[src/rtl/act_bw_engine.sv]
`timescale 1ns/1ps
// act_bw_engine: elementwise activation-backward engine.
// Copies the G tensor header to D, then writes D[i] = f'(X[i]) * G[i] for every element.
// Ports:
//   clk, rst_l                 clock, asynchronous active-low reset
//   go / done / err            level start, completion (held while go), bad-header flag
//   mode, leak_shift, clip_bits activation selection: 0 ReLU, 1 clipped ReLU, 2 leaky 2^-shift
//   g_base, x_base, d_base     region base word addresses
//   g_req/g_addr/g_rdata/g_done upstream-gradient read channel
//   x_req/x_addr/x_rdata/x_done forward-activation read channel
//   d_req/d_addr/d_wdata/d_wt/d_done output write channel (d_wt marks the last element)
module act_bw_engine #(
    parameter int DATA_W   = 32,
    parameter int ADDR_W   = 32,
    parameter int MAX_DIMS = 4,
    parameter int CNT_W    = 32
) (
    input  logic              clk,
    input  logic              rst_l,
    input  logic              go,
    input  logic [1:0]        mode,
    input  logic [4:0]        leak_shift,
    input  logic [DATA_W-1:0] clip_bits,
    input  logic [ADDR_W-1:0] g_base,
    input  logic [ADDR_W-1:0] x_base,
    input  logic [ADDR_W-1:0] d_base,
    output logic              done,
    output logic              err,
    output logic              g_req,
    output logic [ADDR_W-1:0] g_addr,
    input  logic [DATA_W-1:0] g_rdata,
    input  logic              g_done,
    output logic              x_req,
    output logic [ADDR_W-1:0] x_addr,
    input  logic [DATA_W-1:0] x_rdata,
    input  logic              x_done,
    output logic              d_req,
    output logic [ADDR_W-1:0] d_addr,
    output logic [DATA_W-1:0] d_wdata,
    output logic              d_wt,
    input  logic              d_done
);
    localparam int NW = $clog2(MAX_DIMS + 1);

    typedef enum logic [3:0] {
        IDLE, HDR_N, HDR_NW, HDR_D, HDR_DW, CHK, ELEM_RD, ELEM_WR, DONE
    } state_t;

    state_t            state_q, state_d;
    logic [NW-1:0]     n_q, n_d, k_q, k_d;
    logic [CNT_W-1:0]  cnt_q, cnt_d, i_q, i_d;
    logic              err_q, err_d;
    logic              g_req_q, g_req_d, x_req_q, x_req_d, d_req_q, d_req_d;
    logic              d_wt_q, d_wt_d;
    logic              g_got_q, g_got_d, x_got_q, x_got_d;
    logic [ADDR_W-1:0] g_addr_q, g_addr_d, x_addr_q, x_addr_d, d_addr_q, d_addr_d;
    logic [DATA_W-1:0] g_dat_q, g_dat_d, x_dat_q, x_dat_d, d_wdata_q, d_wdata_d;

    logic [ADDR_W-1:0] e_off;
    logic [DATA_W-1:0] gv, xv, res;
    logic [7:0]        ex, sh8;
    logic [1:0]        m;
    logic              pass;
    logic              unused;

    // The clip threshold is a positive float, so only its magnitude bits matter.
    assign unused = clip_bits[DATA_W-1];

    // Word offset of the current element inside each region (header is 1+N words).
    assign e_off = ADDR_W'(n_q) + ADDR_W'(i_q) + ADDR_W'(1);

    // A channel that already completed supplies its captured word; otherwise the live bus.
    assign gv   = g_got_q ? g_dat_q : g_rdata;
    assign xv   = x_got_q ? x_dat_q : x_rdata;
    assign m    = (mode == 2'd3) ? 2'd0 : mode;
    assign ex   = gv[30:23];
    assign sh8  = {3'b000, leak_shift};
    assign pass = !xv[DATA_W-1] && (m != 2'd1 || xv[DATA_W-2:0] < clip_bits[DATA_W-2:0]);
    // Leaky slope is a pure exponent decrement; underflow flushes to a signed zero, Inf/NaN pass.
    assign res  = pass         ? gv :
                  (m != 2'd2)  ? '0 :
                  (ex == 8'hFF) ? gv :
                  (ex <= sh8)  ? {gv[DATA_W-1], {(DATA_W-1){1'b0}}} :
                                 {gv[DATA_W-1], ex - sh8, gv[22:0]};

    always_comb begin
        state_d   = state_q;
        n_d       = n_q;
        k_d       = k_q;
        cnt_d     = cnt_q;
        i_d       = i_q;
        err_d     = err_q;
        g_req_d   = g_req_q & ~g_done;
        x_req_d   = x_req_q & ~x_done;
        d_req_d   = d_req_q & ~d_done;
        d_wt_d    = d_wt_q & ~d_done;
        g_addr_d  = g_addr_q;
        x_addr_d  = x_addr_q;
        d_addr_d  = d_addr_q;
        d_wdata_d = d_wdata_q;
        g_got_d   = g_got_q;
        x_got_d   = x_got_q;
        g_dat_d   = g_dat_q;
        x_dat_d   = x_dat_q;
        case (state_q)
            IDLE: if (go) begin
                state_d  = HDR_N;
                g_req_d  = 1'b1;
                g_addr_d = g_base;
            end
            HDR_N: if (g_done) begin
                if (g_rdata == '0 || g_rdata > DATA_W'(MAX_DIMS)) begin
                    err_d   = 1'b1;
                    state_d = DONE;
                end else begin
                    n_d       = NW'(g_rdata);
                    k_d       = NW'(1);
                    state_d   = HDR_NW;
                    d_req_d   = 1'b1;
                    d_addr_d  = d_base;
                    d_wdata_d = g_rdata;
                    d_wt_d    = 1'b0;
                end
            end
            HDR_NW: if (d_done) begin
                state_d  = HDR_D;
                g_req_d  = 1'b1;
                g_addr_d = g_base + ADDR_W'(k_q);
            end
            HDR_D: if (g_done) begin
                // The first dimension loads the count; later ones multiply (truncating).
                cnt_d     = (k_q == NW'(1)) ? CNT_W'(g_rdata) : cnt_q * CNT_W'(g_rdata);
                state_d   = HDR_DW;
                d_req_d   = 1'b1;
                d_addr_d  = d_base + ADDR_W'(k_q);
                d_wdata_d = g_rdata;
                d_wt_d    = 1'b0;
            end
            HDR_DW: if (d_done) begin
                if (k_q == n_q) begin
                    state_d = CHK;
                end else begin
                    k_d      = k_q + NW'(1);
                    state_d  = HDR_D;
                    g_req_d  = 1'b1;
                    g_addr_d = g_base + ADDR_W'(k_q) + ADDR_W'(1);
                end
            end
            CHK: begin
                if (cnt_q == '0) begin
                    state_d = DONE;
                end else begin
                    i_d      = '0;
                    state_d  = ELEM_RD;
                    g_req_d  = 1'b1;
                    x_req_d  = 1'b1;
                    g_addr_d = g_base + ADDR_W'(n_q) + ADDR_W'(1);
                    x_addr_d = x_base + ADDR_W'(n_q) + ADDR_W'(1);
                end
            end
            ELEM_RD: begin
                if (g_done) begin
                    g_got_d = 1'b1;
                    g_dat_d = g_rdata;
                end
                if (x_done) begin
                    x_got_d = 1'b1;
                    x_dat_d = x_rdata;
                end
                if ((g_got_q | g_done) && (x_got_q | x_done)) begin
                    g_got_d   = 1'b0;
                    x_got_d   = 1'b0;
                    state_d   = ELEM_WR;
                    d_req_d   = 1'b1;
                    d_addr_d  = d_base + e_off;
                    d_wdata_d = res;
                    d_wt_d    = (i_q == cnt_q - CNT_W'(1));
                end
            end
            ELEM_WR: if (d_done) begin
                if (i_q + CNT_W'(1) == cnt_q) begin
                    state_d = DONE;
                end else begin
                    i_d      = i_q + CNT_W'(1);
                    state_d  = ELEM_RD;
                    g_req_d  = 1'b1;
                    x_req_d  = 1'b1;
                    g_addr_d = g_base + e_off + ADDR_W'(1);
                    x_addr_d = x_base + e_off + ADDR_W'(1);
                end
            end
            DONE: if (!go) begin
                state_d = IDLE;
                err_d   = 1'b0;
            end
            default: state_d = IDLE;
        endcase
    end

    always_ff @(posedge clk or negedge rst_l) begin
        if (!rst_l) begin
            state_q   <= IDLE;
            n_q       <= '0;
            k_q       <= '0;
            cnt_q     <= '0;
            i_q       <= '0;
            err_q     <= 1'b0;
            g_req_q   <= 1'b0;
            x_req_q   <= 1'b0;
            d_req_q   <= 1'b0;
            d_wt_q    <= 1'b0;
            g_addr_q  <= '0;
            x_addr_q  <= '0;
            d_addr_q  <= '0;
            d_wdata_q <= '0;
            g_got_q   <= 1'b0;
            x_got_q   <= 1'b0;
            g_dat_q   <= '0;
            x_dat_q   <= '0;
        end else begin
            state_q   <= state_d;
            n_q       <= n_d;
            k_q       <= k_d;
            cnt_q     <= cnt_d;
            i_q       <= i_d;
            err_q     <= err_d;
            g_req_q   <= g_req_d;
            x_req_q   <= x_req_d;
            d_req_q   <= d_req_d;
            d_wt_q    <= d_wt_d;
            g_addr_q  <= g_addr_d;
            x_addr_q  <= x_addr_d;
            d_addr_q  <= d_addr_d;
            d_wdata_q <= d_wdata_d;
            g_got_q   <= g_got_d;
            x_got_q   <= x_got_d;
            g_dat_q   <= g_dat_d;
            x_dat_q   <= x_dat_d;
        end
    end

    assign done    = (state_q == DONE);
    assign err     = err_q;
    assign g_req   = g_req_q;
    assign g_addr  = g_addr_q;
    assign x_req   = x_req_q;
    assign x_addr  = x_addr_q;
    assign d_req   = d_req_q;
    assign d_addr  = d_addr_q;
    assign d_wdata = d_wdata_q;
    assign d_wt    = d_wt_q;
endmodule

[config.mk]
export PLATFORM = sky130hd
export DESIGN_NAME = act_bw_engine
export DESIGN_NICKNAME = d
export VERILOG_FILES = /design/src/rtl/act_bw_engine.sv
export SDC_FILE = /design/constraint.sdc
export NUM_CORES = 2
export LEC_CHECK = 0
export CAP_MARGIN = 20
export CORE_MARGIN = 3
export CORE_UTILIZATION = 60
export DETAILED_ROUTE_END_ITERATION = 6
export PLACE_DENSITY = 0.78
export SYNTH_ARGS = -nofsm -noshare
export SYNTH_HDL_FRONTEND = slang
export SYNTH_SLANG_ARGS = --single-unit
[constraint.sdc]
create_clock -name clk -period 12.5 [get_ports clk]
set_input_delay 2.5 -clock clk [delete_from_list [all_inputs] [get_ports clk]]
set_output_delay 2.5 -clock clk [all_outputs]
set_load 0.01 [all_outputs]
# Yosys cells after proc, flatten, opt, wreduce, memory -nomap -nowiden
# Cells that the tools add are included.
# word_totals
reg_bits,273
input_bits,205
out_inout_bits,134
word_cells,188
# classes
addsub,18
multipliers,1
n_lt_le_gt_ge,3
eq_ne,29
mux,82
bitwise_logic,10
reduce_logical,27
# ops
op,count
$mux W32,26
$add A32 B1 Y32 const B,7
$pmux W32 S3,2
$pmux W32 S5,1
$add A32 B3 Y32,4
$pmux W32 S2,2
$add A32 B32 Y32,3
$eq A32 B32 Y1,2
$logic_not A32 Y1,2
$mux W31,2
$mux W4,11
$pmux W4 S9,1
$add A3 B32 Y32,1
$gt A32 B3 Y1 const B,1
$mul A32 B32 Y32,1
$sub A32 B1 Y32 const B,1
$lt A31 B31 Y1,1
$ne A2 B2 Y1 const B,14
$mux W1,25
$eq A4 B3 Y1 const B,4
$reduce_and A8 Y1,2
$mux W3,5
$reduce_and A2 Y1,5
$reduce_and A5 Y1,2
28 further kinds,45

# Depth between registers and ports, before layout
# logic_depth
word_depth,8
mapped_depth,32
depth_no_buf,29

# Least setup slack after synthesis
# OpenSTA, ideal clock, no wires.
# synth_timing
kind,input port to flip-flop
from,input port g_rdata[6]
to,register cnt_q[31]
setup_ns,0.082
t_arrival_ns,9.277
t_required_ns,12.418
path_slack_ns,3.141
cell_stages,27
n_path_buf,2
cell_sequence,clkbuf_1 clkbuf_1 and2_1 fa_1 fa_1 inv_1 fa_1 fa_1 inv_1 ha_1 ha_1 fa_1 inv_1 fa_1 inv_1 ha_1 a21o_1 a21o_1 a2111oi_0 a21oi_1 o41ai_1 o21ai_0 nor4_1 o31ai_1 xnor2_1 nand2_1 a31oi_1
# synth_via
elab_chain_len,2
# synth_lines
element,line,text
start: declaration,31,"input logic [DATA_W-1:0] g_rdata,"
$mul A32 B32 Y32,132,cnt_d = (k_q == NW'(1)) ? CNT_W'(g_rdata) : cnt_q * CNT_W'(g_rdata);
$mux W32,132,
end signal: assignment,224,cnt_q <= cnt_d;
end: declaration,51,"logic [CNT_W-1:0] cnt_q, cnt_d, i_q, i_d;"
# Every way passes these cells.
# A chain may end at the register's enable or synchronous reset.

# Worst setup path in the final report
# layout_timing
from,input port g_rdata[9]
to,register cnt_q[29]
# Same word-level chain as after synthesis.

==> results by group <==
Status
  • Outcome: completed

STA
  • Post-Route Setup TNS: 0 ns
  • Slew at the pin with the worst max-slew slack: 1.102 ns
  • Fin Hold WS: 0.4786 ns
  • Final worst path period share: 86.67%
  • Worst Slack Setup Final: 1.666 ns
  • Min Clock Period, post-route: 10.83 ns
  • RSZ-0062 raised after global routing: false
  • Final number of hold-violating endpoints: 0
  • Max_slew headroom: 26.28%
  • Number of slew-limit violations in the final report: 0
  • Final setup viols: 0
  • Fmax: 0.09230 GHz
  • Clock Skew: 0.03284 ns

GRT
  • Largest net degree at the start of global routing: 162
  • Vias in the first global route: 36,490
  • First-pass GRT wire length: 200,800 µm
  • Initial antenna violation count: 3
  • Gr ovfl total: 0
  • GRT Total Usage: 36.38%

Logic synthesis
  • Post-Synthesis Cell Area: 39,790 µm²
  • Seq/Total Area, Yosys: 17.17%
  • EDFF count, synth: 0
  • Gate Count Post-Synth: 4,804
  • Synth Flop Type: dfrtp_1
  • Mean area per synthesized cell: 8.283 µm²
  • Net count after synthesis: 5,693
  • Library cells used by synthesis: 78
  • Number of synthesized register bits: 273
  • Synth warn: 0
  • Post-synth ARST share: 100.0%

Critical path
  • CP max stage delay: 0.89 ns
  • Most frequent CP cell: fa_1
  • Worst setup SP type: input port
  • CP Capture Type: register
  • Worst Path Max Fanout: 15
  • Critical path class: input port to register
  • CP arrival: 11.30 ns
  • Slowest CP cell: clkdlybuf4s50_1
  • Worst path required time: 12.96 ns

Clocking
  • Cts hold-fix bufs: 0
  • H-Tree Depth: 2
  • Clock buffer depth: 3
  • Root buffer cell: clkbuf_16
  • TritonCTS clock tree: yes
  • Sink Count: 273
  • Clk Latency, worst-skew pair: 0.59 ns
  • CTS Buf Count: 36
  • Postcts setup bufs: 0
  • Clk slew on worst S/H paths: 0.06 ns
  • # resized after CTS: 0

Die
  • Core footprint: 65,050 µm²
  • Rows: 93
  • Ports: 339
  • Die Width: 263.5 µm
  • Die area: 69,450 µm²
  • Initial core utilization: 61.18%
  • Die Y: 263.5 µm

Final layout
  • Share of cells above drive strength 1: 5.518%
  • Area Overhead vs Synth: 13.12%
  • Core Util, Final: 69.20%
  • Final non-filler cell total: 5,840
  • Final Cell Area: 45,010 µm²
  • Final nets: 5,846

Placed design
  • Placed Area: 43,700 µm²
  • Port Buffers: 337
  • GPL Wtd Cong: 0.9717
  • HPWL Detailed: 95,400 µm
  • Placed cell count: 5,772
  • DP Worst Slack: 1.300 ns

Power
  • Peak supply drop: 0.0005324 V
  • Tot Pwr: 13.00 mW
  • Power Dens Cells: 288.8 nW/µm²
  • P_leak: 21.18 nW

Routing
  • Number of vias in the routed layout: 35,890
  • DRC errors left: 0
  • Drt total wl: 127,400 µm
  • DR WL/cell: 21.81 µm
  • Post-route ant nets: 0
  • DRT Pass-1 Iters: 6
  • Vias/cell: 6.145
  • Initial DRC count: 3,131

Flow run
  • Max Cap Violations: 0

Worst hold path
  • HP Class: register to register
## metal layers
| metal | vias to the layer above | routed length (µm) | GRT usage, % |
|---|---|---|---|
| li1 | 16180 | - | - |
| met1 | 17480 | 47960 | 44.82 |
| met2 | 1739 | 60040 | 60.72 |
| met3 | 486 | 10690 | 5.907 |
| met4 | 2 | 8657 | 20.82 |
| met5 | - | 13 | 0 |
## critical path: cells and delay by family
| kind | cells | cell delay, ns |
|---|---|---|
| adders and majority gates | 9 | 4.06 |
| xor gates and xnor gates | 1 | 0.24 |
| buffers and inverters | 5 | 1.08 |
| AOI/OAI and AO/OA | 9 | 2.56 |
| and+or+nand+nor | 2 | 0.84 |
## placed cells by master, fill, tap and decap left out, drive strengths merged, types with 103 or more instances in the layout
master         netlist  layout
xor2               146     146
mux2               103     103
xnor2              223     223
nand2              534     534
dfrtp              273     273
nor2               315     315
and2               349     349
inv                536     538
ha                 268     268
fa                 416     416
o21ai              291     291
clkdlybuf4s50        0     334
a21oi              243     243
## layout make-up
| class | count | area (µm²) |
|---|---|---|
| Multi-Input combinational cell | 3702 | 29880 |
| Fill cell | 5368 | 20030 |
| Sequential cell | 273 | 6832 |
| Timing Repair Buffer | 408 | 3923 |
| Inverter | 536 | 2012 |
| Tap cell | 855 | 1070 |
| Clock buffer | 47 | 1042 |
| Clock inverter | 18 | 249.0 |
| Antenna cell | 1 | 2.502 |
## path summary, 6_finish.rpt
kind,from,end,slack [ns],cells past startpoint
max,g_rdata[9],cnt_q[29]$_DFFE_PN0P_,1.67,26
min,g_addr[5]$_DFFE_PN0P_,g_addr[5]$_DFFE_PN0P_,0.48,2
max reg2reg,cnt_q[2]$_DFFE_PN0P_,cnt_q[29]$_DFFE_PN0P_,3.84,25
min reg2reg,g_addr[5]$_DFFE_PN0P_,g_addr[5]$_DFFE_PN0P_,0.48,2
max in group asynchronous,rst_l,cnt_q[22]$_DFFE_PN0P_,9.06,2
min in group asynchronous,rst_l,g_addr[24]$_DFFE_PN0P_,1.97,1
## flip-flops by register name, summed over array words and instances (netlist names)
signal / count
cnt_q: 32
d_addr: 32
d_req: 1
d_wdata: 32
d_wt: 1
err: 1
g_addr: 32
g_dat_q: 32
g_got_q: 1
g_req: 1
i_q: 32
k_q: 3
n_q: 3
state_q: 4
x_addr: 32
x_dat_q: 32
x_got_q: 1
x_req: 1
## Yosys cell counts, types with 16 or more instances
cell type | instances | area share (%)
a221oi_1 | 16 | 0.35
nand3_1 | 78 | 0.98
ha_1 | 268 | 8.4
nand2b_1 | 24 | 0.38
mux2_2 | 103 | 2.9
and3_1 | 48 | 0.75
a211oi_1 | 35 | 0.66
a21oi_1 | 242 | 3.0
nand2_1 | 534 | 5.0
nor3_1 | 82 | 1.0
nand4_1 | 52 | 0.82
fa_1 | 416 | 21
nor4_1 | 37 | 0.58
inv_1 | 535 | 5.0
a31oi_1 | 39 | 0.61
nor2_1 | 314 | 3.0
o221ai_1 | 16 | 0.35
xor2_1 | 146 | 3.2
o21ai_0 | 289 | 3.6
o211ai_1 | 17 | 0.32
nor2b_1 | 24 | 0.38
a21o_1 | 79 | 1.5
mux2i_1 | 50 | 1.3
and2_1 | 349 | 5.5
buf_1 | 24 | 0.23
o21a_1 | 28 | 0.53
or3_1 | 24 | 0.38
clkbuf_1 | 260 | 2.5
dfrtp_1 | 273 | 17
xnor2_1 | 223 | 4.9
## logic make-up after synthesis
family,share of synthesized area [%]
AOI/OAI and AO/OA,13.57
xor gates and xnor gates,8.122
adders and majority gates,29.35
buffers and inverters,7.848
DFF,17.17
muxes,4.172
and+or+nand+nor,19.76
## power breakdown
group / internal [mW] / switching [mW] / total [mW]
combinational: 4.43 / 6.07 / 10.5
clock: 0.662 / 0.468 / 1.13
sequential: 1.11 / 0.265 / 1.37
(Power assumes the default switching activity.)
